==> src/rtl/atc_pkg.sv <==
// rtl/atc_pkg.sv - shared constants and types for the approximate tree compressor datapath
package atc_pkg;

  localparam int ATC_WORD_SIZE = 9;
  localparam int ATC_ROWS      = 4;
  localparam int ATC_RES_W     = ATC_WORD_SIZE + 2 * ATC_ROWS - 1;

  typedef logic [ATC_WORD_SIZE-1:0] atc_row_t;
  typedef atc_row_t [ATC_ROWS-1:0]  atc_rows_t;
  typedef logic [ATC_RES_W-1:0]     atc_result_t;

endpackage

==> src/rtl/atc_pipe_reg.sv <==
// rtl/atc_pipe_reg.sv - generic valid/ready register slice with synchronous flush
module atc_pipe_reg #(
  parameter int W = 8
) (
  input  logic         clk,
  input  logic         rst_n,
  input  logic         flush,
  input  logic         in_valid,
  output logic         in_ready,
  input  logic [W-1:0] in_data,
  output logic         out_valid,
  input  logic         out_ready,
  output logic [W-1:0] out_data
);

  logic         r_valid;
  logic [W-1:0] r_data;
  logic         w_load;

  // Accept when empty or when the held entry leaves this cycle; flush blocks any accept.
  assign in_ready = !flush && (!r_valid || out_ready);
  assign w_load   = in_valid && in_ready;

  // Flush empties the slice; otherwise a load fills it and a consume without a load drains it.
  always_ff @(posedge clk or negedge rst_n) begin
    if (!rst_n) begin
      r_valid <= 1'b0;
    end else if (flush) begin
      r_valid <= 1'b0;
    end else if (w_load) begin
      r_valid <= 1'b1;
    end else if (out_ready) begin
      r_valid <= 1'b0;
    end
  end

  // Payload moves only on an accepted load, so it is stable during stalls and across a flush.
  always_ff @(posedge clk or negedge rst_n) begin
    if (!rst_n) begin
      r_data <= '0;
    end else if (w_load) begin
      r_data <= in_data;
    end
  end

  assign out_valid = r_valid;
  assign out_data  = r_data;

endmodule

==> src/rtl/atc_final_adder.sv <==
// rtl/atc_final_adder.sv - two-stage final adder; ATC_ERR_RECOVERY_EN adds the error-recovery vector
module atc_final_adder
  import atc_pkg::*;
#(
  parameter int WORD_SIZE = ATC_WORD_SIZE,
  parameter int ROWS      = ATC_ROWS,
  parameter int RES_W     = WORD_SIZE + 2 * ROWS - 1,
  parameter int TAG_W     = 4
) (
  input  logic                      clk,
  input  logic                      rst_n,
  input  logic                      flush,
  input  logic                      in_valid,
  output logic                      in_ready,
  input  logic [ROWS*WORD_SIZE-1:0] in_rows,
  input  logic [WORD_SIZE-1:0]      in_vec,
  input  logic [TAG_W-1:0]          in_tag,
  output logic                      out_valid,
  input  logic                      out_ready,
  output logic [RES_W-1:0]          out_result,
  output logic [TAG_W-1:0]          out_tag
);

  localparam int S1_W = 2 * RES_W + TAG_W;
  localparam int S2_W = RES_W + TAG_W;

  // The reduction below is written for exactly four rows.
  if (ROWS != 4) begin : g_rows_check
    $error("atc_final_adder supports ROWS == 4 only");
  end

  logic [RES_W-1:0] w_row0, w_row1, w_row2, w_row3, w_vec;
  logic [RES_W-1:0] w_s1_lo, w_s1_hi;
  logic [S1_W-1:0]  w_s1_d, w_s1_q;
  logic             w_s1_valid, w_s2_in_ready;
  logic [RES_W-1:0] w_q_lo, w_q_hi;
  logic [TAG_W-1:0] w_q_tag;
  logic [S2_W-1:0]  w_s2_d, w_s2_q;

  assign w_row0 = RES_W'(in_rows[0*WORD_SIZE +: WORD_SIZE]);
  assign w_row1 = RES_W'(in_rows[1*WORD_SIZE +: WORD_SIZE]);
  assign w_row2 = RES_W'(in_rows[2*WORD_SIZE +: WORD_SIZE]);
  assign w_row3 = RES_W'(in_rows[3*WORD_SIZE +: WORD_SIZE]);

`ifdef ATC_ERR_RECOVERY_EN
  assign w_vec = RES_W'(in_vec);
`else
  // Vector port kept for integration; the purely approximate product ignores it.
  logic w_unused_vec;
  assign w_unused_vec = ^in_vec;
  assign w_vec        = '0;
`endif

  // Row i carries weight 4^i; the vector (when enabled) sits at weight 1 in the low half.
  assign w_s1_lo = w_row0 + (w_row1 << 2) + w_vec;
  assign w_s1_hi = (w_row2 << 4) + (w_row3 << 6);
  assign w_s1_d  = {w_s1_lo, w_s1_hi, in_tag};

  atc_pipe_reg #(.W(S1_W)) u_s1 (
    .clk       (clk),
    .rst_n     (rst_n),
    .flush     (flush),
    .in_valid  (in_valid),
    .in_ready  (in_ready),
    .in_data   (w_s1_d),
    .out_valid (w_s1_valid),
    .out_ready (w_s2_in_ready),
    .out_data  (w_s1_q)
  );

  assign w_q_lo  = w_s1_q[S1_W-1 -: RES_W];
  assign w_q_hi  = w_s1_q[TAG_W +: RES_W];
  assign w_q_tag = w_s1_q[TAG_W-1:0];
  assign w_s2_d  = {w_q_lo + w_q_hi, w_q_tag};

  atc_pipe_reg #(.W(S2_W)) u_s2 (
    .clk       (clk),
    .rst_n     (rst_n),
    .flush     (flush),
    .in_valid  (w_s1_valid),
    .in_ready  (w_s2_in_ready),
    .in_data   (w_s2_d),
    .out_valid (out_valid),
    .out_ready (out_ready),
    .out_data  (w_s2_q)
  );

  assign out_result = w_s2_q[S2_W-1 -: RES_W];
  assign out_tag    = w_s2_q[TAG_W-1:0];

endmodule

==> config.mk <==
export PLATFORM = sky130hd
export DESIGN_NAME = atc_final_adder
export DESIGN_NICKNAME = d
export VERILOG_FILES = /design/src/rtl/atc_pkg.sv /design/src/rtl/atc_pipe_reg.sv /design/src/rtl/atc_final_adder.sv
export SDC_FILE = /design/constraint.sdc
export NUM_CORES = 1
export LEC_CHECK = 0
export CELL_PAD_IN_SITES_DETAIL_PLACEMENT = 2
export CELL_PAD_IN_SITES_GLOBAL_PLACEMENT = 2
export CORE_MARGIN = 2
export CORE_UTILIZATION = 39
export DETAILED_ROUTE_END_ITERATION = 7
export DONT_BUFFER_PORTS = 1
export HOLD_SLACK_MARGIN = 0.06
export PLACE_DENSITY_LB_ADDON = 0.15
export SLEW_MARGIN = 5
export SYNTH_ARGS = -nofsm -noshare
export SYNTH_HDL_FRONTEND = slang
export SYNTH_SLANG_ARGS = --single-unit
==> constraint.sdc <==
create_clock -name clk -period 2.31 [get_ports clk]
set_clock_uncertainty 0.15 [all_clocks]
set_input_delay 0.231 -clock clk [delete_from_list [all_inputs] [get_ports clk]]
set_output_delay 0.231 -clock clk [all_outputs]
set_load 0.02 [all_outputs]
==> qor.csv <==
metric,value,unit
status,"finished, final reports clean",
finalCritPeriodShare,0.9443,
yosys_warnings,0,
insertedDiodeCount,0,
r2r_cells,7,
fin_cells,403,
worstPathCellList,dlygate4sd3_1 > ha_1 > a211oi_1 > o211ai_1 > nand4_1 > dlygate4sd3_1 > o21ai_0,
vias,2158,
r2r-start,u_s1.out_data[8],
synth_edf_count,0,
max_stage_delay,0.54,ns
grt_use_total,0.1763,
die_area,8307,um^2
numCtsBuffers,5,
drc,0,
grt_pass1_vias,2437,
critPathBufInv,2,
synthCells,282,
max_slew_margin,0.7003,
min_from,in_rows[17],
cts-htree-levels,2,
numPortBuffers,0,
area_growth,13.56,%
synth_ff_type,dfrtp_1,
start_util,0.4061,
min_to,u_s1.out_data[30],
max_cap_violations,0,
hold_slack,0.06248,ns
path_delay_family,buffers and inverters,
hold_violations,0,
rows,31,
final_util,0.4612,
path_clk_slew,0.08,ns
start_kind,input pin,
hpwl,5.052,mm
cts_buffer_depth,2,
chipWidth,91.14,um
grt_max_degree,51,
fin_nets,382,
synthDistinctLibCells,42,
crit_fanout,3,
wl_per_cell,17.05,um
cellPowerDensity,825.0,nW/um^2
grt_setup_unrepaired,yes,
drive_above_1_share,0.1480,
slowest_stage,dlygate4sd3_1,
syn_area,2962,um^2
ys_seq_area_frac,0.4225,
die_height,91.14,um
io_pins,76,
synth_async_sr_flop_share,1.000,
vias_per_cell,5.355,
core,7292,um^2
ir_drop,0.0002373,V
placed_cells,376,
drt_iter0_markers,43,
maxSlewViolCount,0,
postCtsSetupBuffers,0,
routed_wl,6.873,mm
required,2.34,ns
drtAntennaViolNets,0,
gp_congestion,0.7082,
syn_nets,361,
crit_path_frequent_cell,dlygate4sd3_1,
p_leak,1.513,nW
layout_min_cycle_time,2.181,ns
hold_depth,3,
antenna_found_initial,0,
grt_pass1_wl,11.87,mm
ys_seq_elements,50,
dr.pass1.iters,4,
numClockSinks,50,
crit_path_end_kind,register,
setup_violations,0,
clock.fmax,458.5,MHz
clock_latency,0.30,ns
syn_area_per_cell,10.50,um^2
worst-r2r-setup-slack,0.17,ns
cp.arrival,2.21,ns
power,0.002775,W
cts_tree,built,
grt_overflow,0,
reg2reg_to,u_s2.out_data[14],
worst-setup-path-type,in -> reg,
root_buffer,clkbuf_8,
worstMarginPinSlew,0.4510,ns
min-delay-path-class,in -> reg,
==> power breakdown <==
| group | switching, W | internal [W] | total [W] |
|---|---|---|---|
| Combinational | 0.000420 | 0.000404 | 0.000824 |
| Sequential | 0.000335 | 0.00109 | 0.00143 |
| Clock | 0.000283 | 0.000241 | 0.000524 |
==> per-stage QoR <==
| stage | cell area [um^2] | setup slack, ns | setup TNS [ns] |
|---|---|---|---|
| after floorplan | 2962 | 0.2947 | 0 |
| after global placement | 3053 | 0.1094 | 0 |
| after detailed placement | 3053 | 0.06408 | 0 |
| after CTS | 3356 | 0.05353 | 0 |
| after global routing | 3363 | -0.04270 | -0.04270 |
| final | 3363 | 0.1288 | 0 |
==> per-layer routing <==
layer,track usage,vias up,part of all wire
met4,0.04545,0,0.0099
met1,0.2252,1058,0.46
li1,-,1040,-
met5,0,-,0
met2,0.3019,55,0.49
met3,0.03983,5,0.044
==> layout by cell type (no fill, tap or decap), types with 4 or more instances in the layout <==
cell / synthesis / layout
dfrtp_1: 50 / 50
dlygate4sd3_1: 0 / 18
mux2_2: 10 / 10
clkbuf_8: 0 / 6
a211oi_1: 6 / 5
nor2_1: 12 / 12
nor3b_1: 4 / 4
xor2_1: 16 / 16
o31a_1: 4 / 4
mux2_4: 10 / 10
o21ai_0: 31 / 31
inv_1: 9 / 9
a21o_1: 6 / 6
nand2_1: 33 / 33
a21oi_1: 14 / 14
ha_1: 22 / 22
==> worst reg2reg max path, cell delays in order (launching register included) <==
cell and delay [ns]:
dfrtp_1 0.39, ha_1 0.25, fa_1 0.45, a211oi_2 0.26, o21bai_1 0.11, a21oi_1 0.18, xor2_1 0.15, o21ai_0 0.09
==> what timing repair did <==
action / in CTS / in global routing
hold buffers: 19 / 0
endpoints found under the setup margin: 0 / 4
gates resized for setup: 0 / 2
endpoints found under the hold margin: 67 / 0
==> kinds of logic (layout without fill, tap and decap cells) <==
family	after synthesis	in the layout	synth area share
compound gates	81	81	0.1690
simple gates	69	69	0.1166
flops	50	50	0.4225
fa+ha+maj	25	25	0.1132
mux	22	22	0.09548
xor+xnor	18	18	0.05323
buf+inv	17	39	0.02999
==> Yosys cell counts, types with 4 or more instances <==
cell type  count  area [um^2]
mux2_4        10        150.1
nor3b_1        4        30.03
o31a_1         4        35.03
ha_1          22        275.3
mux2_2        10        112.6
o21ai_0       31        155.2
nor2_1        12        45.04
dfrtp_1       50         1251
a211oi_1       6        45.04
xor2_1        16        140.1
nand2_1       33        123.9
inv_1          9        33.78
a21o_1         6        45.04
a21oi_1       14        70.07
==> how the worst max path moves through the flow <==
stage,from,to,slack [ns],depth (start not counted)
finish,in_rows[9],u_s1.out_data[31],0.13,7
global route,in_rows[9],u_s1.out_data[30],-0.04,9
CTS,u_s1.out_data[8],u_s2.out_data[14],0.05,7
detailed placement,u_s1.out_data[24],u_s2.out_data[14],0.06,7
global placement,u_s1.out_data[8],u_s2.out_data[14],0.11,7
floorplan,u_s1.out_data[8],u_s2.out_data[14],0.29,7
==> sequential cells by signal, indices dropped and copies added (netlist names) <==
signal / cells
u_s2.out_valid: 1
u_s2.out_data: 20
u_s1.out_data: 28
u_s1.out_valid: 1
==> cell type report <==
type                    instances  area (um^2)
clock inverters                 2        12.51
repair buffers                 22        230.2
clock buffers                   6        82.58
flip-flops and latches         50         1251
well taps                      99        123.9
fillers                       790         3929
inverters                       9        33.78
multi-input cells             215         1629
No activity file was read; power rests on OpenSTA's default activity.
